--- src/rtl/snowbro2_pkg.sv ---
// Shared definitions for the Snow Bros 2 ADPCM ROM arbiter.
// Holds the FSM state encoding, the fetch key width ({BANK,ADDR}) and the
// client count, plus the helper that maps a key onto the SDRAM byte address.
package snowbro2_pkg;

  localparam int unsigned ADDR_W    = 18;
  localparam int unsigned KEY_W     = 20;
  localparam int unsigned N_CLIENTS = 2;

  typedef enum logic [1:0] {
    ST_IDLE  = 2'd0,
    ST_ISSUE = 2'd1,
    ST_WAIT  = 2'd2
  } pcm_state_t;

  // Bank bits only reach the SDRAM when the ROM is actually banked.
  function automatic logic [KEY_W-1:0] pcm_addr_of(input logic [KEY_W-1:0] key,
                                                   input bit              banked);
    return banked ? key : {2'b00, key[ADDR_W-1:0]};
  endfunction

endpackage

--- src/rtl/snowbro2_pcm_client.sv ---
// One ADPCM client port of the PCM arbiter.
// Keeps the last-served {BANK,ADDR} key (with a valid bit), compares it with
// the live key, and holds the registered pending flag, returned byte and OK.
//   CLK96, RESET96_N : clock, asynchronous active-low reset
//   ADDR, BANK       : live client key
//   LOAD             : arbiter accepted a byte for this client's latched key
//   LOAD_KEY/DATA    : key and byte to store on LOAD
//   DATA, OK         : returned byte and its validity for the live key
//   PENDING          : client needs a fetch
//   KEY              : live key, for the arbiter's grant/compare logic
module snowbro2_pcm_client
  import snowbro2_pkg::*;
(
  input  logic              CLK96,
  input  logic              RESET96_N,
  input  logic [ADDR_W-1:0] ADDR,
  input  logic [1:0]        BANK,
  input  logic              LOAD,
  input  logic [KEY_W-1:0]  LOAD_KEY,
  input  logic [7:0]        LOAD_DATA,
  output logic [7:0]        DATA,
  output logic              OK,
  output logic              PENDING,
  output logic [KEY_W-1:0]  KEY
);

  logic             valid_q;
  logic [KEY_W-1:0] served_q;
  logic [7:0]       data_q;
  logic             pend_q;
  logic             match;

  assign KEY   = {BANK, ADDR};
  assign match = valid_q && (served_q == KEY);

  // OK follows the compare directly so it drops in the cycle the key moves.
  assign OK      = match;
  assign DATA    = data_q;
  assign PENDING = pend_q;

  always_ff @(posedge CLK96 or negedge RESET96_N) begin
    if (!RESET96_N) begin
      valid_q  <= 1'b0;
      served_q <= '0;
      data_q   <= '0;
      pend_q   <= 1'b0;
    end else begin
      if (LOAD) begin
        valid_q  <= 1'b1;
        served_q <= LOAD_KEY;
        data_q   <= LOAD_DATA;
      end
      // LOAD is only issued when the live key equals LOAD_KEY, so clearing
      // here is safe; a later key move sets the flag again.
      pend_q <= LOAD ? 1'b0 : (pend_q | ~match);
    end
  end

endmodule

--- src/rtl/snowbro2_pcm_arb.sv ---
// Round-robin arbiter sharing the SDRAM PCM port between two ADPCM clients.
//   CLK96, RESET96_N       : clock, asynchronous active-low reset
//   A0_* / A1_*            : client key in (ADDR, BANK), byte and OK out
//   PCM_CS, PCM_ADDR       : SDRAM request and byte address
//   PCM_DOUT, PCM_OK       : SDRAM returned byte and valid
//   TIMEOUT_ERR            : one-cycle pulse when a fetch is abandoned
module snowbro2_pcm_arb
  import snowbro2_pkg::*;
#(
  parameter logic [7:0] TIMEOUT = 8'd255,
  parameter bit         BANKED  = 1'b1
) (
  input  logic              CLK96,
  input  logic              RESET96_N,
  input  logic [ADDR_W-1:0] A0_ADDR,
  input  logic [1:0]        A0_BANK,
  output logic [7:0]        A0_DATA,
  output logic              A0_OK,
  input  logic [ADDR_W-1:0] A1_ADDR,
  input  logic [1:0]        A1_BANK,
  output logic [7:0]        A1_DATA,
  output logic              A1_OK,
  output logic              PCM_CS,
  output logic [KEY_W-1:0]  PCM_ADDR,
  input  logic [7:0]        PCM_DOUT,
  input  logic              PCM_OK,
  output logic              TIMEOUT_ERR
);

  pcm_state_t             state_q, state_d;
  logic                   gnt_q, gnt_d;
  logic                   rr_q, rr_d;
  logic [KEY_W-1:0]       lkey_q, lkey_d;
  logic [KEY_W-1:0]       addr_q, addr_d;
  logic [7:0]             cnt_q, cnt_d;
  logic                   tmo_q, tmo_d;
  logic                   accept;
  logic [N_CLIENTS-1:0]   pend;
  logic [N_CLIENTS-1:0]   load;
  logic [KEY_W-1:0]       key [N_CLIENTS];

  snowbro2_pcm_client u_client0 (
    .CLK96     (CLK96),
    .RESET96_N (RESET96_N),
    .ADDR      (A0_ADDR),
    .BANK      (A0_BANK),
    .LOAD      (load[0]),
    .LOAD_KEY  (lkey_q),
    .LOAD_DATA (PCM_DOUT),
    .DATA      (A0_DATA),
    .OK        (A0_OK),
    .PENDING   (pend[0]),
    .KEY       (key[0])
  );

  snowbro2_pcm_client u_client1 (
    .CLK96     (CLK96),
    .RESET96_N (RESET96_N),
    .ADDR      (A1_ADDR),
    .BANK      (A1_BANK),
    .LOAD      (load[1]),
    .LOAD_KEY  (lkey_q),
    .LOAD_DATA (PCM_DOUT),
    .DATA      (A1_DATA),
    .OK        (A1_OK),
    .PENDING   (pend[1]),
    .KEY       (key[1])
  );

  // cnt_q is 0 only in the first WAIT cycle, where a stale PCM_OK left over
  // from the previous request must not be taken.
  assign accept      = PCM_OK && (cnt_q != '0);
  assign PCM_CS      = (state_q == ST_ISSUE) || (state_q == ST_WAIT);
  assign PCM_ADDR    = addr_q;
  assign TIMEOUT_ERR = tmo_q;

  always_comb begin
    state_d = state_q;
    gnt_d   = gnt_q;
    rr_d    = rr_q;
    lkey_d  = lkey_q;
    addr_d  = addr_q;
    cnt_d   = cnt_q;
    tmo_d   = 1'b0;
    load    = '0;
    case (state_q)
      ST_IDLE: begin
        if (|pend) begin
          gnt_d   = (&pend) ? rr_q : pend[1];
          lkey_d  = key[gnt_d];
          addr_d  = pcm_addr_of(lkey_d, BANKED);
          state_d = ST_ISSUE;
        end
      end
      ST_ISSUE: begin
        cnt_d   = '0;
        state_d = ST_WAIT;
      end
      ST_WAIT: begin
        if (accept) begin
          // A key that moved mid-fetch still finishes the handshake but the
          // byte is dropped; the client stays pending and is fetched again.
          if (key[gnt_q] == lkey_q) load[gnt_q] = 1'b1;
          rr_d    = ~gnt_q;
          state_d = ST_IDLE;
        end else if (cnt_q == TIMEOUT - 8'd1) begin
          tmo_d   = 1'b1;
          rr_d    = ~gnt_q;
          state_d = ST_IDLE;
        end else begin
          cnt_d = cnt_q + 8'd1;
        end
      end
      default: state_d = ST_IDLE;
    endcase
  end

  always_ff @(posedge CLK96 or negedge RESET96_N) begin
    if (!RESET96_N) begin
      state_q <= ST_IDLE;
      gnt_q   <= 1'b0;
      rr_q    <= 1'b0;
      lkey_q  <= '0;
      addr_q  <= '0;
      cnt_q   <= '0;
      tmo_q   <= 1'b0;
    end else begin
      state_q <= state_d;
      gnt_q   <= gnt_d;
      rr_q    <= rr_d;
      lkey_q  <= lkey_d;
      addr_q  <= addr_d;
      cnt_q   <= cnt_d;
      tmo_q   <= tmo_d;
    end
  end

endmodule

--- config.mk ---
export PLATFORM = sky130hd
export DESIGN_NAME = snowbro2_pcm_arb
export DESIGN_NICKNAME = d
export VERILOG_FILES = /design/src/rtl/snowbro2_pkg.sv /design/src/rtl/snowbro2_pcm_client.sv /design/src/rtl/snowbro2_pcm_arb.sv
export SDC_FILE = /design/constraint.sdc
export NUM_CORES = 1
export LEC_CHECK = 0
export BUFFER_PORTS_ARGS = -buffer_cell sky130_fd_sc_hd__clkbuf_2
export CAP_MARGIN = 20
export CORE_UTILIZATION = 45
export CTS_BUF_LIST = sky130_fd_sc_hd__clkbuf_4 sky130_fd_sc_hd__clkbuf_8
export DETAILED_ROUTE_END_ITERATION = 8
export PLACE_DENSITY = 0.73
export RECOVER_POWER = 100
export SLEW_MARGIN = 30
export SYNTH_ARGS = -nofsm -noshare
export SYNTH_HDL_FRONTEND = slang
export SYNTH_SLANG_ARGS = --single-unit
--- constraint.sdc ---
create_clock -name CLK96 -period 3.15 [get_ports CLK96]
set_input_delay 0.315 -clock CLK96 [delete_from_list [all_inputs] [get_ports CLK96]]
set_output_delay 0.315 -clock CLK96 [all_outputs]
set_load 0.1 [all_outputs]
# Yosys cells after proc, flatten, opt, wreduce, memory -nomap -nowiden
# Cells that the tools add are included.
dict set report op_classes {
  reduce_logical 15
  add_sub_neg 1
  eq_ne 10
  mux 26
  magnitude_cmp 4
  bitwise_logic 7
}
# op n
set op_table {}
lappend op_table {{two-way mux 20 bit} 6}
lappend op_table {{== test 20 bit} 3}
lappend op_table {{two-way mux 8 bit} 2}
lappend op_table {{one-hot mux 8 bit (2 select lines)} 1}
lappend op_table {{two-way mux 2 bit} 6}
lappend op_table {{two-way mux 1 bit} 9}
lappend op_table {{adder 8 x 1 -> 8 bit, second input constant} 1}
lappend op_table {{== test 8 bit, second input constant} 1}
lappend op_table {{AND reduction 2 bit} 4}
lappend op_table {{nonzero test 8 bit} 1}
lappend op_table {{inequality test 2 bit, second input constant} 3}
lappend op_table {{one-hot mux 2 bit (3 select lines)} 1}
lappend op_table {{greater-or-equal comparator 2 bit, second input constant} 2}
lappend op_table {{logical AND 1 bit} 4}
lappend op_table {{NOT 1 -> 2 bit} 2}
lappend op_table {{nonzero test 2 bit} 2}
lappend op_table {{inequality test 3 x 2 -> 1 bit, second input constant} 1}
lappend op_table {{NOT 1 bit} 3}
lappend op_table {{AND reduction 3 bit} 1}
lappend op_table {{== test 2 x 1 -> 1 bit, second input constant} 1}
lappend op_table {{== test 2 bit, second input constant} 1}
lappend op_table {{logical NOT 2 bit} 1}
lappend op_table {{less-than comparator 1 x 2 -> 1 bit, second input constant} 1}
lappend op_table {{OR 1 bit} 2}
lappend op_table {{other kinds (4)} 4}
dict set report word_totals {
  wordCells 77
  ff_bits 93
  inputBits 51
  output_inout_bits 40
}

# Longest topological paths before layout
# Gate-level depths: netlist of run 1.
dict set report depth {
  ltp_word 9
  mapped_depth 10
  depth_no_buf 8
}

# Modules after synthesis
# From an unflattened synthesis of run 1, not the netlist that was laid out.
dict set report unflattened {
  cells_unflattened 453
  hier_area_um2 5067.4
}
# module seq_area_each_um2 area_each_um2 cells_each n_inst
set modules_own_cells {}
lappend modules_own_cells {snowbro2_pcm_client 750.7 1482.7 118 2}
lappend modules_own_cells {snowbro2_pcm_arb 825.8 2102.0 217 1}

# Worst setup path before layout of run 1
# No wires, ideal clock.
dict set report synth_path {
  path_type {register to register}
  startpoint {reg u_client1.served_q[18]}
  endpoint {reg u_client1.pend_q, in the netlist u_client1.PENDING}
  synth_period_minus_slack_ns 4.277
  setup_ns 0.268
  path_buffers 0
  slack_ns -1.127
  required_ns 2.882
  t_arrival_ns 4.009
  stages_incl_launch_ff 6
  cell_sequence {dfrtp_1 -> xor2_1 -> nor4_1 -> nand4_1 -> nor4_1 -> a21oi_1}
}
dict set report synth_between {
  elab_chain_len 5
}
# element line_no
set synth_lines {}
lappend synth_lines {{start: declaration} snowbro2_pcm_client.sv:28} ;# logic [KEY_W-1:0] served_q;
lappend synth_lines {{start signal: assignment} snowbro2_pcm_client.sv:44} ;# served_q <= '0;
lappend synth_lines {{start signal: assignment} snowbro2_pcm_client.sv:50} ;# served_q <= LOAD_KEY;
lappend synth_lines {{== test 20 bit} snowbro2_pcm_client.sv:34} ;# assign match = valid_q && (served_q == KEY);
lappend synth_lines {{logical AND 1 bit} snowbro2_pcm_client.sv:34}
lappend synth_lines {{net A1_OK} snowbro2_pcm_arb.sv:22} ;# output logic A1_OK,
lappend synth_lines {{NOT 1 bit} snowbro2_pcm_client.sv:55} ;# pend_q <= LOAD ? 1'b0 : (pend_q | ~match);
lappend synth_lines {{OR 1 bit} snowbro2_pcm_client.sv:55}
lappend synth_lines {{two-way mux 1 bit} snowbro2_pcm_client.sv:55}
lappend synth_lines {{end signal: assignment} snowbro2_pcm_client.sv:55}
lappend synth_lines {{end: declaration} snowbro2_pcm_client.sv:30} ;# logic pend_q;
# The timed path passes the listed nets, and every way through them passes these cells.
# A chain may end at the register's enable or synchronous reset.

# Final worst setup path of run 1
dict set report layout_path {
  startpoint {reg u_client0.served_q[16]}
  endpoint {out A0_OK}
}
dict set report layout_between {
  elab_chain_len 2
}
# element line_no
set layout_lines {}
lappend layout_lines {{start: declaration} snowbro2_pcm_client.sv:28}
lappend layout_lines {{start signal: assignment} snowbro2_pcm_client.sv:44}
lappend layout_lines {{start signal: assignment} snowbro2_pcm_client.sv:50}
lappend layout_lines {{== test 20 bit} snowbro2_pcm_client.sv:34}
lappend layout_lines {{logical AND 1 bit} snowbro2_pcm_client.sv:34}
lappend layout_lines {{end: declaration} snowbro2_pcm_arb.sv:18} ;# output logic A0_OK,
# Every way passes these cells.

==> results of run 1 <==
## cell usage after synthesis (2+ instances only)
cell / number / area share
xnor2_1: 41 / 0.074
nor4_2: 3 / 0.0078
xor2_1: 25 / 0.045
buf_4: 2 / 0.0031
nor2_1: 8 / 0.0062
nand4_1: 10 / 0.013
dfrtp_1: 93 / 0.48
buf_1: 2 / 0.0016
nor3_1: 4 / 0.0041
mux2_4: 9 / 0.028
nand2_1: 33 / 0.026
mux2_1: 9 / 0.021
clkbuf_1: 5 / 0.0039
nor4_1: 8 / 0.010
buf_6: 5 / 0.012
nand3_1: 6 / 0.0062
buf_2: 3 / 0.0031
o21ai_0: 25 / 0.026
inv_1: 7 / 0.0054
mux2_2: 38 / 0.088
and3_1: 2 / 0.0026
a21oi_1: 3 / 0.0031
mux2i_1: 40 / 0.083
ha_1: 6 / 0.016
## flip-flops by register name, summed over array words and instances (netlist names)
name                count
PCM_ADDR               20
u_client0.served_q     20
u_client1.served_q     20
cnt_q                   8
u_client0.DATA          8
u_client1.DATA          8
state_q                 2
TIMEOUT_ERR             1
gnt_q                   1
rr_q                    1
u_client0.PENDING       1
u_client0.valid_q       1
u_client1.PENDING       1
u_client1.valid_q       1
## area by class of cell
| cell class | instances | area share |
|---|---|---|
| repair buffers | 100 | 0.0849 |
| well taps | 136 | 0.0309 |
| clock inverters | 5 | 0.00635 |
| flip-flops and latches | 93 | 0.422 |
| multi-input cells | 284 | 0.424 |
| inverters | 7 | 0.00477 |
| clock buffers | 11 | 0.0275 |
## per-stage QoR
stage / area [um2] / setup WS (ns) / util / hold slack, ns / power, W
2_1_floorplan: 4850 / 0.136 / - / 0.0194 / 0.00348
3_3_place_gp: 5450 / 0.470 / 0.525 / 0.406 / 0.00394
3_5_place_dp: 5450 / 0.336 / 0.525 / 0.410 / 0.00399
4_1_cts: 5630 / 0.332 / 0.543 / 0.0117 / 0.00474
5_1_grt: 5510 / 0.116 / 0.532 / 0.177 / 0.00489
6_report: 5510 / 0.184 / 0.532 / 0.187 / 0.00465
## critical path, cell delays in order (launching register included)
cell and delay, ns:
dfrtp_1 0.41, xor2_1 0.16, nor4_1 0.35, nand4_1 0.17, nor4_1 0.61, clkbuf_2 0.58
## routing by layer
metal  vias to the layer above  track usage  part of all wire
met3                        12       0.0272             0.036
met4                         0       0.0595             0.011
met5                         -            0                 0
met1                      1710        0.279              0.46
li1                       1589            -                 -
met2                        86        0.353              0.49
## where the power goes
group / total, W / switching [W] / internal (W)
sequential: 0.00159 / 0.000231 / 0.00136
clock: 0.000750 / 0.000420 / 0.000330
combinational: 0.00231 / 0.00177 / 0.000542
## cell families (layout without fill, tap and decap cells)
group           after synthesis  after routing  share of synthesized area
fa+ha+maj                     6              6                     0.0155
xor+xnor                     66             66                      0.119
compound gates               33             33                     0.0403
mux                          96             96                      0.220
simple gates                 83             83                     0.0951
flops                        93             93                      0.481
buf+inv                      24            123                     0.0287
## path summary, 6_finish.rpt
check | startpoint | endpoint | slack, ns | cells after the start
max in group asynchronous | RESET96_N | u_client0.served_q[8]$_DFFE_PN0P_ | 1.22 | 2
min | PCM_DOUT[2] | u_client1.DATA[2]$_DFFE_PN0P_ | 0.19 | 2
min in group asynchronous | RESET96_N | cnt_q[2]$_DFFE_PN0P_ | 0.24 | 1
max reg2reg | gnt_q$_DFFE_PN0P_ | u_client0.DATA[0]$_DFFE_PN0P_ | 0.26 | 8
max | u_client0.served_q[16]$_DFFE_PN0P_ | A0_OK | 0.18 | 5
min reg2reg | u_client0.valid_q$_DFFE_PN0P_ | u_client0.valid_q$_DFFE_PN0P_ | 0.48 | 1
==> results.cfg, run 1 <==
[outcome]
status = finished, violations left
violations = max-capacitance violations

[drt]
post_drt_wl_per_cell_um = 17.2
postRouteAntennaNets = 0
first_pass_iters = 4
via_per_inst = 5.34
finalWirelength_um = 10900
remaining_drc_errors = 0
vias = 3397
drt_iter0_markers = 122

[place]
dp.final_hpwl_um = 8170
globalplace.congestion = 0.812
io_buffers = 90
dpl.cell_count = 620

[floorplan]
dieArea_um2 = 11200
fp.dieW_um = 106
ios = 91
core_um2 = 10400
start_util = 0.467
fp-row-count = 37
die_height_um = 106

[power]
ir_worst_vdd_v = 0.000748
p_leak_nw = 2.69
power.density_nw_per_um2 = 844

[setup_path]
critical_path.max_fanout = 2
path_class = flip-flop to output pin
cp.arrival_ns = 2.65
crit_path_end_kind = output pin
worst_ep_required_time_ns = 2.83
startpoint_type = flip-flop

[layout]
drive_gt1_frac = 0.242
layout_commonest_cell = dfrtp_1
multi_input_area_um2 = 2330
nNetsFinal = 552
layout_common_cells = dfrtp_1 (93), clkbuf_2 (53), xnor2_1 (41)
num_antenna_cells = 0
final_cells = 636
seq_area_um2 = 2330
fillers = 955
synthToLayoutAreaGrowth_pct = 13.9

[timing]
finClkSkew_ns = 0.0108
setup_violations = 0
fin_crit_ns = 2.97
period_share = 0.942
rsz0062_at_grt = false
fmax_mhz = 337
fin_tns_setup_ns = 0
tightest_slew_ns = 1.48
relSlewSlack = 0.00215
finalHoldViolations = 0
maxSlewViolCount = 0

[clock_network]
clockRootBuffer = clkbuf_8
tritoncts = built
postCtsHoldBufs = 0
h-tree-depth = 3
cts_made_buffers = 9
clock-sinks = 93
clk_pin_slew_ns = 0.10
clk_path_buf_depth = 2
insertion_delay_ns = 0.36
cts_setup_buffers = 0
cts_resized = 0

[flow_run]
cap_viol_max_count = 1

[grt]
track_usage = 0.208
grt_pass1_wl_um = 17900
grt_overflow = 0
grt_pass1_vias = 3484
grt_start_max_net_pins = 54
antenna_found_initial = 0

[yosys]
synth_seq_cells = 93
async_flop_share = 1.00
syn_inst = 401
synth.distinct_cells = 38
synth-edff-count = 0
synth_seq_area_share = 0.481
synth_ff_type = dfrtp_1
ys_warn_count = 0
synth_area_um2 = 4840
syn_avg_cell_area_um2 = 12.1
synth_nets = 458

[hold_path]
hold_path.class = input port to flip-flop
Note: power is estimated with default switching activity, not from simulation.
==> run 2, diff against run 1 <==
==> constraint.sdc (replaced) <==
create_clock -name CLK96 -period 3.1 [get_ports CLK96]
set_input_delay 0.31 -clock CLK96 [delete_from_list [all_inputs] [get_ports CLK96]]
set_output_delay 0.31 -clock CLK96 [all_outputs]
set_load 0.1 [all_outputs]
==> results.cfg, run 2 (same netlist as run 1, synthesis figures left out) <==
[outcome]
status = finished, violations left
violations = max-capacitance violations

[timing]
fin_tns_setup_ns = 0
finalHoldViolations = 0
finClkSkew_ns = 0.0119
setup_violations = 0
period_share = 0.905
tightest_slew_ns = 1.49
fin_crit_ns = 2.81
fmax_mhz = 356
rsz0062_at_grt = false
maxSlewViolCount = 0
relSlewSlack = 0.00596

[setup_path]
cp.arrival_ns = 3.08
path_class = flip-flop to flip-flop
crit_path_end_kind = flip-flop
timing.rr.start = gnt_q$_DFFE_PN0P_
startpoint_type = flip-flop
worst_ep_required_time_ns = 3.37
critical_path.max_fanout = 17
reg2reg_to = u_client0.DATA[1]$_DFFE_PN0P_
r2r_slack_ns = 0.29
r2r_cells = 8

[hold_path]
hold_end = u_client1.DATA[0]$_DFFE_PN0P_
hold_path.class = input port to flip-flop
hold_path_startpoint = PCM_DOUT[0]
whs_path_depth = 2

[grt]
grtUsageMet2 = 0.336
use_met1 = 0.286
top_usage_layer = met2
grt_pass1_vias = 3494
antenna_found_initial = 0
track_usage = 0.210
grt_pass1_wl_um = 18100
grt_start_max_net_pins = 51
grt_util_met3 = 0.0414
grt_overflow = 0

[power]
p_leak_nw = 2.69
pwr-share-clk = 0.169
p_switching_w = 0.00251
ir_worst_vdd_v = 0.000816
internal-power_w = 0.00226
power.density_nw_per_um2 = 860
seq_power_share = 0.339
power_frac_comb = 0.491
p_sw_frac = 0.526
total_power_w = 0.00477

[clock_network]
insertion_delay_ns = 0.39
h-tree-depth = 3
postCtsHoldBufs = 1
clk_path_buf_depth = 2
cts_setup_buffers = 0
cts_made_buffers = 9
cts_resized = 0
clockRootBuffer = clkbuf_8
clock-sinks = 93
clk_pin_slew_ns = 0.11
tritoncts = built

[place]
dp.final_hpwl_um = 8140
io_buffers = 90
globalplace.congestion = 0.807

[drt]
first_pass_iters = 4
finalWirelength_um = 10700
remaining_drc_errors = 0
vias = 3345
postRouteAntennaNets = 0
post_drt_wl_per_cell_um = 16.9
via_per_inst = 5.25
drt_iter0_markers = 118

[layout]
fillers = 967
layout_common_cells = dfrtp_1 (93), clkbuf_2 (53), xnor2_1 (41), clkbuf_1 (41), mux2i_1 (40)
nNetsFinal = 553
layout_commonest_cell = dfrtp_1
num_antenna_cells = 0
seq_area_um2 = 2330
synthToLayoutAreaGrowth_pct = 14.6
drive_gt1_frac = 0.246
multi_input_area_um2 = 2340

[floorplan]
die_height_um = 106
fp.dieW_um = 106
start_util = 0.467
ios = 91
fp-row-count = 37
dieArea_um2 = 11200
core_um2 = 10400

[flow_run]
cap_viol_max_count = 1
==> run 2: changes by cell type in the layout (fill, tap and decap cells not counted), moves of 2 or more <==
cell      change
buf_4         -2
clkbuf_8      -2
clkinv_2      -2
inv_6         +2
inv_8         +2
nor4_1        -3
nor4_2        +3
==> run 2: power groups by stage <==
stage / registers, W / clock network [W] / logic [W]
floorplan: 0.00251 / 0 / 0.00103
global placement: 0.00163 / 0 / 0.00238
detailed placement: 0.00164 / 0 / 0.00241
CTS: 0.00162 / 0.000820 / 0.00242
global route: 0.00165 / 0.000870 / 0.00251
finish: 0.00162 / 0.000807 / 0.00234
==> run 2: final cells by class <==
type,instances,share of cell area
Timing Repair Buffer,101,0.0878
Multi-Input combinational cell,284,0.423
Tap cell,136,0.0307
Clock buffer,9,0.0223
Clock inverter,7,0.0120
Inverter,7,0.00474
Sequential cell,93,0.420
==> run 2: through the flow <==
step	area, um2	util	setup slack [ns]	hold slack [ns]	cells
after floorplan	4850	-	0.0857	0.0144	401
after global placement	5460	0.526	0.432	0.364	620
after detailed placement	5460	0.526	0.360	0.374	620
after CTS	5660	0.546	0.297	0.148	637
after global routing	5550	0.535	0.120	0.153	637
final	5550	0.535	0.295	0.150	637
==> run 2: worst max path at each step <==
stage | endpoint | cells after the start | start | slack [ns]
5_1_grt | u_client0.served_q[0]$_DFFE_PN0P_ | 8 | gnt_q$_DFFE_PN0P_ | 0.12
6_report | u_client0.DATA[1]$_DFFE_PN0P_ | 8 | gnt_q$_DFFE_PN0P_ | 0.29
3_3_place_gp | u_client1.served_q[10]$_DFFE_PN0P_ | 9 | cnt_q[0]$_DFFE_PN0P_ | 0.43
2_1_floorplan | u_client1.PENDING$_DFF_PN0_ | 5 | u_client1.served_q[18]$_DFFE_PN0P_ | 0.09
3_5_place_dp | u_client1.served_q[10]$_DFFE_PN0P_ | 9 | cnt_q[0]$_DFFE_PN0P_ | 0.36
4_1_cts | A1_OK | 5 | u_client1.served_q[18]$_DFFE_PN0P_ | 0.30
==> run 2: metal layers <==
layer,vias to the layer above,share of wire
li1,1600,-
met1,1652,0.46
met2,79,0.48
met3,14,0.043
met4,0,0.017
met5,-,0
==> run 2: worst max-delay path, cell delays in order, from the launching register on <==
cell and delay (ns):
dfrtp_1 0.40, buf_12 0.18, mux2i_1 0.23, xor2_1 0.16
nand2_1 0.08, or4_1 0.54, nor4b_2 0.34, clkbuf_2 0.37
mux2_2 0.38
